==> src/rtl/inst_issue_queue_if.sv <==
// rtl/inst_issue_queue_if.sv - valid/ready push channel into the instruction issue queue
interface inst_issue_queue_if;
    logic        valid;
    logic [10:0] inst;
    logic        ready;

    modport master (output valid, output inst, input ready);
    modport slave  (input valid, input inst, output ready);
endinterface

==> src/rtl/inst_issue_queue.sv <==
// rtl/inst_issue_queue.sv - instruction FIFO plus per-opcode issue pacer feeding the controller
module inst_issue_queue #(
    parameter int DEPTH   = 8,
    parameter int GAP_RD  = 2,
    parameter int GAP_WR  = 1,
    parameter int GAP_ALU = 5,
    parameter int CNT_W   = 8
) (
    input  logic                     CLK,
    input  logic                     RST,
    input  logic                     RUN,
    inst_issue_queue_if.slave        push,
    output logic [10:0]              Inst,
    output logic                     EN,
    output logic                     busy,
    output logic                     empty,
    output logic [$clog2(DEPTH):0]   level,
    output logic [CNT_W-1:0]         issued_cnt
);
    localparam int AW = $clog2(DEPTH);
    localparam int LW = AW + 1;
    localparam int GW = 8;

    typedef enum logic [1:0] {IDLE, ISSUE, GAP} state_t;

    logic [10:0]   mem [DEPTH];
    logic [AW-1:0] wr_ptr, rd_ptr;
    logic          full, do_push, do_pop, can_issue;
    state_t        state, state_n;
    logic [GW-1:0] gap_cnt, gap_n;
    logic [10:0]   inst_n;
    logic          en_n, busy_n;

    function automatic logic [GW-1:0] gap_of(input logic [1:0] op);
        if (op[1])      return GW'(GAP_ALU);
        else if (op[0]) return GW'(GAP_WR);
        else            return GW'(GAP_RD);
    endfunction

    assign full       = (level == LW'(DEPTH));
    assign empty      = (level == '0);
    assign push.ready = !full;
    assign do_push    = push.valid && !full;
    assign can_issue  = RUN && !empty;

    // Storage needs no reset: clearing the pointers is what discards the contents.
    always_ff @(posedge CLK) begin
        if (do_push) mem[wr_ptr] <= push.inst;
    end

    always_comb begin
        state_n = state;
        gap_n   = gap_cnt;
        inst_n  = Inst;
        en_n    = 1'b0;
        busy_n  = busy;
        do_pop  = 1'b0;
        case (state)
            IDLE: begin
                if (can_issue) begin
                    do_pop  = 1'b1;
                    inst_n  = mem[rd_ptr];
                    en_n    = 1'b1;
                    busy_n  = 1'b1;
                    state_n = ISSUE;
                end
            end
            ISSUE: begin
                gap_n   = gap_of(Inst[10:9]);
                state_n = GAP;
            end
            GAP: begin
                // A count of 1 marks the final EN-low cycle; issue may follow directly.
                if (gap_cnt <= GW'(1)) begin
                    gap_n = '0;
                    if (can_issue) begin
                        do_pop  = 1'b1;
                        inst_n  = mem[rd_ptr];
                        en_n    = 1'b1;
                        state_n = ISSUE;
                    end else begin
                        busy_n  = 1'b0;
                        state_n = IDLE;
                    end
                end else begin
                    gap_n = gap_cnt - GW'(1);
                end
            end
            default: begin
                busy_n  = 1'b0;
                state_n = IDLE;
            end
        endcase
    end

    always_ff @(posedge CLK) begin
        if (RST) begin
            state      <= IDLE;
            gap_cnt    <= '0;
            Inst       <= '0;
            EN         <= 1'b0;
            busy       <= 1'b0;
            issued_cnt <= '0;
            wr_ptr     <= '0;
            rd_ptr     <= '0;
            level      <= '0;
        end else begin
            state   <= state_n;
            gap_cnt <= gap_n;
            Inst    <= inst_n;
            EN      <= en_n;
            busy    <= busy_n;
            if (do_pop) begin
                issued_cnt <= issued_cnt + CNT_W'(1);
                rd_ptr     <= rd_ptr + AW'(1);
            end
            if (do_push) wr_ptr <= wr_ptr + AW'(1);
            case ({do_push, do_pop})
                2'b10:   level <= level + LW'(1);
                2'b01:   level <= level - LW'(1);
                default: level <= level;
            endcase
        end
    end
endmodule

==> src/flat_wrapper.sv <==
// flat-port wrapper written by rule: the top's interface ports become plain ports
module inst_issue_queue_flat 
#(
    parameter int DEPTH   = 8,
    parameter int GAP_RD  = 2,
    parameter int GAP_WR  = 1,
    parameter int GAP_ALU = 5,
    parameter int CNT_W   = 8
)
  (CLK, RST, RUN, Inst, EN, busy, empty, level, issued_cnt, push_valid, push_inst, push_ready);
  inst_issue_queue_if push_i ();
  input  logic CLK;
  input  logic RST;
  input  logic RUN;
  output logic [10:0] Inst;
  output logic EN;
  output logic busy;
  output logic empty;
  output logic [$clog2(DEPTH):0] level;
  output logic [CNT_W-1:0] issued_cnt;
  input wire logic [$bits(push_i.valid)-1:0] push_valid;
  input wire logic [$bits(push_i.inst)-1:0] push_inst;
  output wire logic [$bits(push_i.ready)-1:0] push_ready;
  assign push_i.valid = push_valid;
  assign push_i.inst = push_inst;
  assign push_ready = push_i.ready;
  inst_issue_queue #(.DEPTH(DEPTH), .GAP_RD(GAP_RD), .GAP_WR(GAP_WR), .GAP_ALU(GAP_ALU), .CNT_W(CNT_W)) u_core (.CLK(CLK), .RST(RST), .RUN(RUN), .push(push_i), .Inst(Inst), .EN(EN), .busy(busy), .empty(empty), .level(level), .issued_cnt(issued_cnt));
endmodule
==> config.mk <==
export PLATFORM = sky130hd
export DESIGN_NAME = inst_issue_queue_flat
export DESIGN_NICKNAME = d
export VERILOG_FILES = /design/src/rtl/inst_issue_queue_if.sv /design/src/rtl/inst_issue_queue.sv /design/src/flat_wrapper.sv
export SDC_FILE = /design/constraint.sdc
export NUM_CORES = 1
export LEC_CHECK = 0
export CAP_MARGIN = 20
export CORE_MARGIN = 1.5
export CORE_UTILIZATION = 40
export DETAILED_ROUTE_END_ITERATION = 16
export PLACE_DENSITY = 0.68
export SYNTH_ARGS = -nofsm -noshare
export SYNTH_HDL_FRONTEND = slang
export SYNTH_SLANG_ARGS = --single-unit
==> constraint.sdc <==
create_clock -name CLK -period 3.2 [get_ports CLK]
set_clock_uncertainty 0.2 [all_clocks]
set_input_delay 0.48 -clock CLK [delete_from_list [all_inputs] [get_ports CLK]]
set_output_delay 0.48 -clock CLK [all_outputs]
set_load 0.02 [all_outputs]
==> results.toml, run 1 <==
[global_route]
grtUsageTotal_pct = 16.65
first_global_vias = 3407
gr-total-overflow = 0
met3_usage_pct = 4.610
grt_pass1_wl_um = 17640
grt_max_degree = 30
use_met2_pct = 28.25
antenna_found_initial = 0
grt_use_met1_pct = 19.34
busiest_layer = "met2"

[setup_path]
crit_type = "register to register"
path_max_fanout = 6
critPathMostFrequentCell = "ha_1"
path_cells = "inv_1 > ha_1 > or2_2 > a41oi_2 > nor2_1 > ha_1 > xor2_1 > ha_1 > a21oi_1 > xor2_1 > or3_1 > a21oi_1"
cp-start-kind = "register"
endpoint_kind = "register"
slowest_stage = "dfxtp_1"
arrival_ns = 3.18
cp.required_ns = 3.35
slowest_delay_ns = 0.36

[cts]
path_clk_slew_ns = 0.06
cts_buffer_depth = 2
cts.sinks = 132
cts_resized = 0
cts_setup_buffers = 0
root_buffer = "clkbuf_16"
cts_made_buffers = 17
htreeDepth = 4
hold_buffers = 0
clk_latency_ns = 0.42
cts_tree = "built"

[hold_path]
hold_path_class = "register to register"

[finish]
final_area_sq_mm = 0.006778
drive_gt1_share_pct = 18.04
multi_input_area_sq_mm = 0.001789
antenna_cells = 0
area_growth_pct = 23.90
layout_common_cells = "edfxtp_1, dfxtp_1, clkdlybuf4s50_1, nor2_1"
mostFrequentLayoutCell = "edfxtp_1"
nets = 474
fin_util_pct = 50.98
seqCellArea_sq_mm = 0.003523
n_fill_cell = 1100
instances_no_fill = 636

[timing]
post-route-min-period_ns = 3.029
slew_headroom_pct = 43.86
fmax_mhz = 330.1
final.setup.tns_ns = 0
finalCritPeriodShare_pct = 94.66
finalSetupViolCount = 0
report.final.hold_viol_count = 0
worst_pin_slew_ns = 0.8304
rsz0062_at_grt = "no"
finalMaxSlewViolations = 0
whs_ns = 0.2546

[synth]
syn_inst = 388
synth_area_sq_mm = 0.005470
synth_ff_type = "edfxtp_1"
avgSynthCellArea_sq_um = 14.10
synth_cell_types = 45
synth_seq_area_share_pct = 64.41
ys_seq_elements = 132
synth_edf_count = 88
yosysWarnings = 0
async_reset_ff_share_pct = 0
synth_nets = 415

[floorplan]
die_area_sq_mm = 0.01439
io_pins = 42
fp.coreArea_sq_mm = 0.01330
start_util_pct = 41.14
dieHeight_um = 119.9
die_w_um = 119.9
num_rows = 42

[place]
placed_cell_area_sq_mm = 0.006187
place_hpwl_um = 7115
io_buffers = 41
gp_congestion = 0.7512
dp.cells = 604

[job]
cap_violations = 0

[drt]
initialDrtViolationCount = 241
ant_nets = 0
wl_um = 11140
drc = 0
drt-vias-per-instance = 5.272
vias = 3353
routedWlPerCell_um = 17.52
dr.pass1.iters = 4

[pwr]
ir_drop_mv = 0.4851
p_leak_nw = 2.250
powerDensity_mw_per_mm2 = 891.0

[outcome]
outcome = "complete, no violations"
[per-stage QoR]
step | total power, mW | worst slack (ns)
floorplan | 3.491 | 0.1101
CTS | 6.080 | 0.1999
global placement | 4.079 | 0.3368
global route | 6.348 | 0.02465
finish | 6.039 | 0.1709
detailed placement | 4.141 | 0.2319
[state kept, by name (all words and copies together), names as in the netlist, named ones only]
register,flops
u_core.EN,1
u_core.Inst,11
u_core.busy,1
u_core.gap_cnt,8
u_core.issued_cnt,8
u_core.level,4
u_core.mem,88
u_core.rd_ptr,3
u_core.state,2
u_core.wr_ptr,3
[final timing paths]
path	cells past startpoint	endpoint	start	slack, ns
setup / recovery	12	u_core.level[2]	u_core.gap_cnt[0]	0.17
hold / removal	2	u_core.Inst[1]	u_core.Inst[1]	0.25
setup reg to reg	12	u_core.level[2]	u_core.gap_cnt[0]	0.17
hold reg to reg	2	u_core.Inst[1]	u_core.Inst[1]	0.25
[area by class of cell]
type                            instances  area share, %
Sequential cell                       132          51.98
Multi-Input combinational cell        212          26.40
Timing Repair Buffer                   63          8.492
Clock buffer                           18          6.332
Tap cell                              176          3.249
Clock inverter                         14          2.381
Inverter                               21          1.163
[power by group]
part / internal, mW / switching, mW
clock network: 1.22 / 0.709
logic: 0.856 / 1.03
registers: 2.05 / 0.180
[cells in the mapped netlist, drive strengths merged (2+ instances only)]
| cell type | number | area [sq um] |
|---|---|---|
| a2111oi | 13 | 113.9 |
| a211oi | 12 | 90.09 |
| a21o | 3 | 22.52 |
| a21oi | 17 | 85.08 |
| a311oi | 2 | 17.52 |
| a31o | 3 | 26.28 |
| a31oi | 3 | 18.77 |
| a41oi | 2 | 25.03 |
| buf | 6 | 28.77 |
| clkbuf | 17 | 63.81 |
| dfxtp | 44 | 880.8 |
| edfxtp | 88 | 2643 |
| ha | 12 | 150.1 |
| inv | 21 | 78.83 |
| mux4 | 22 | 495.5 |
| nand2 | 11 | 43.80 |
| nand2b | 3 | 18.77 |
| nand3 | 14 | 70.07 |
| nor2 | 25 | 93.84 |
| nor2b | 15 | 93.84 |
| nor3 | 6 | 30.03 |
| nor4 | 5 | 46.29 |
| nor4b | 2 | 17.52 |
| o21ai | 9 | 45.04 |
| o31ai | 4 | 30.03 |
| or3 | 3 | 18.77 |
| or4 | 4 | 30.03 |
| xnor2 | 4 | 35.03 |
| xor2 | 6 | 52.55 |
[metal layers]
layer  vias to the layer above  part of all wire [%]
met4                         0                   2.5
met1                      1641                    42
met3                        20                   4.3
li1                       1622                     -
met5                         -                     0
met2                        70                    51
[critical path: cells and delay by family (launching register included)]
kind                     cells  cell delay [ns]
AO/OA/AOI/OAI                3             0.57
XOR/XNOR                     2             0.26
adder cells (fa/ha/maj)      3             0.71
buffers and inverters        1             0.09
flip-flops                   1             0.36
AND/OR/NAND/NOR              3             0.78
[cell families after synthesis]
logic type | after synthesis | share of synthesized area (%)
compound gates | 72 | 9.310
xor+xnor | 10 | 1.601
fa+ha+maj | 12 | 2.745
buf+inv | 44 | 3.133
flops | 132 | 64.41
mux | 24 | 9.447
simple gates | 94 | 9.356
No activity file was read; power rests on OpenSTA's default activity.
==> run 2, diff against run 1 <==
- CORE_UTILIZATION: 40 -> 50
- PLACE_DENSITY: 0.68 -> 0.81
==> run 2 against run 1 <==
  * Sequential share of layout area grew 0.98 points
  * Register-to-register slack improved by 0.08 ns
  * Combinational power about the same
  * Core utilization rose by 11 points
  * Die area is 20% lower
  * Sequential cell count did not move
  * Total power decreased by 2.8%
==> results.toml, run 2 (synthesized netlist as in run 1, its figures left out) <==
[pwr]
p_leak_nw = 2.197
ir_drop_mv = 0.4532
p_seq_share_pct = 38.1
combPwrFrac_pct = 31.9
sw_frac_of_total_pct = 31.96
internal_power_mw = 3.994
p_clk_share_pct = 30.0
p_switching_mw = 1.876
finalPower_mw = 5.870
powerDensity_mw_per_mm2 = 882.4

[cts]
hold_buffers = 0
cts_tree = "built"
cts_made_buffers = 17
cts_buffer_depth = 2
cts_setup_buffers = 0
root_buffer = "clkbuf_8"
htreeDepth = 4
path_clk_slew_ns = 0.06
cts.sinks = 132
cts_resized = 0
clk_latency_ns = 0.52

[global_route]
grt_max_degree = 30
use_met2_pct = 35.21
met3_usage_pct = 5.993
grt_pass1_wl_um = 17730
antenna_found_initial = 0
gr-total-overflow = 0
grt_use_met1_pct = 25.35
busiest_layer = "met2"
first_global_vias = 3437
grtUsageTotal_pct = 20.85

[drt]
initialDrtViolationCount = 257
ant_nets = 0
drc = 0
routedWlPerCell_um = 18.80
wl_um = 11200
vias = 3455
drt-vias-per-instance = 5.797
dr.pass1.iters = 4

[timing]
finalCritPeriodShare_pct = 92.13
post-route-min-period_ns = 2.948
slew_headroom_pct = 44.35
final.setup.tns_ns = 0
worst_pin_slew_ns = 0.8137
rsz0062_at_grt = "no"
finalMaxSlewViolations = 0
finalSetupViolCount = 0
report.final.hold_viol_count = 0
fmax_mhz = 339.2

[setup_path]
path_cells = "inv_1 > ha_1 > or2_2 > a41oi_2 > nor2_1 > ha_1 > xor2_1 > ha_1 > a21oi_1 > xor2_1 > or3_1 > a21oi_1"
endpoint_kind = "register"
ff2ff_setup_slack_ns = 0.25
path_max_fanout = 6
slowest_stage = "dfxtp_1"
cp-start-kind = "register"
arrival_ns = 3.20
slowest_delay_ns = 0.36
cp.required_ns = 3.45
critPathMostFrequentCell = "ha_1"
crit_type = "register to register"

[floorplan]
dieHeight_um = 107.6
io_pins = 42
die_w_um = 107.6
start_util_pct = 50.91
die_area_sq_mm = 0.01158
num_rows = 38
fp.coreArea_sq_mm = 0.01075

[finish]
largest_register_ffs = 88
antenna_cells = 0
drive_gt1_share_pct = 16.45
layout_common_cells = "edfxtp_1, dfxtp_1, clkdlybuf4s50_1, nor2_1, mux4_2"
area_growth_pct = 21.61
multi_input_area_sq_mm = 0.001789
seqCellArea_sq_mm = 0.003523
n_fill_cell = 790
nets = 470
registers.top_by_ff_count = "u_core.mem"
reg.largest.list = "u_core.mem: 88 flops, u_core.Inst: 11 flops"
mostFrequentLayoutCell = "edfxtp_1"

[hold_path]
hold_path_class = "register to register"

[place]
gp_congestion = 0.8029
io_buffers = 41
place_hpwl_um = 7086

[job]
cap_violations = 0

[outcome]
outcome = "complete, no violations"
-- run 2: power groups by stage --
| stage | clock network [mW] | logic, mW | registers (mW) |
|---|---|---|---|
| 6_report | 1.76 | 1.87 | 2.24 |
| 5_1_grt | 1.87 | 2.04 | 2.27 |
| 4_1_cts | 1.79 | 1.87 | 2.24 |
| 3_5_place_dp | 0 | 1.85 | 2.27 |
| 3_3_place_gp | 0 | 1.79 | 2.25 |
| 2_1_floorplan | 0 | 1.14 | 2.35 |
-- run 2: layout make-up --
type,count,area share (%)
Timing Repair Buffer,59,8.200
Tap cell,140,2.633
Sequential cell,132,52.96
Clock inverter,11,1.674
Clock buffer,21,6.451
Inverter,21,1.185
Multi-Input combinational cell,212,26.89
-- run 2: stage by stage --
step	hold WS [ns]	worst slack [ns]	cells	util (%)	instance area (sq um)
3_3_place_gp	0.2471	0.3790	564	56.88	6112
5_1_grt	0.2861	0.05447	596	61.91	6653
4_1_cts	0.2609	0.2440	596	61.91	6653
2_1_floorplan	0.2524	0.1101	388	-	5470
6_report	0.2567	0.2518	596	61.91	6653
3_5_place_dp	0.2523	0.2714	564	56.88	6112
-- run 2: path summary, 6_finish.rpt --
path | to | startpoint | cells past startpoint
worst max-delay path | u_core.level[2] | u_core.gap_cnt[0] | 12
worst min-delay path | u_core.Inst[6] | u_core.Inst[6] | 2
worst max register to register | u_core.level[2] | u_core.gap_cnt[0] | 12
worst min register to register | u_core.Inst[6] | u_core.Inst[6] | 2
-- run 2: routing by layer --
metal,wire length (um),vias to the layer above,part of all wire [%]
li1,-,1608,-
met1,4608,1715,41
met2,5690,118,51
met3,721,14,6.4
met4,182,0,1.6
met5,0,-,0
-- run 2: critical path: cells and delay by family, from the launching register on --
kind	cells	cell delay (ns)
simple gates	3	0.77
fa+ha+maj	3	0.70
compound gates	3	0.52
flops	1	0.36
xor+xnor	2	0.26
buf+inv	1	0.08
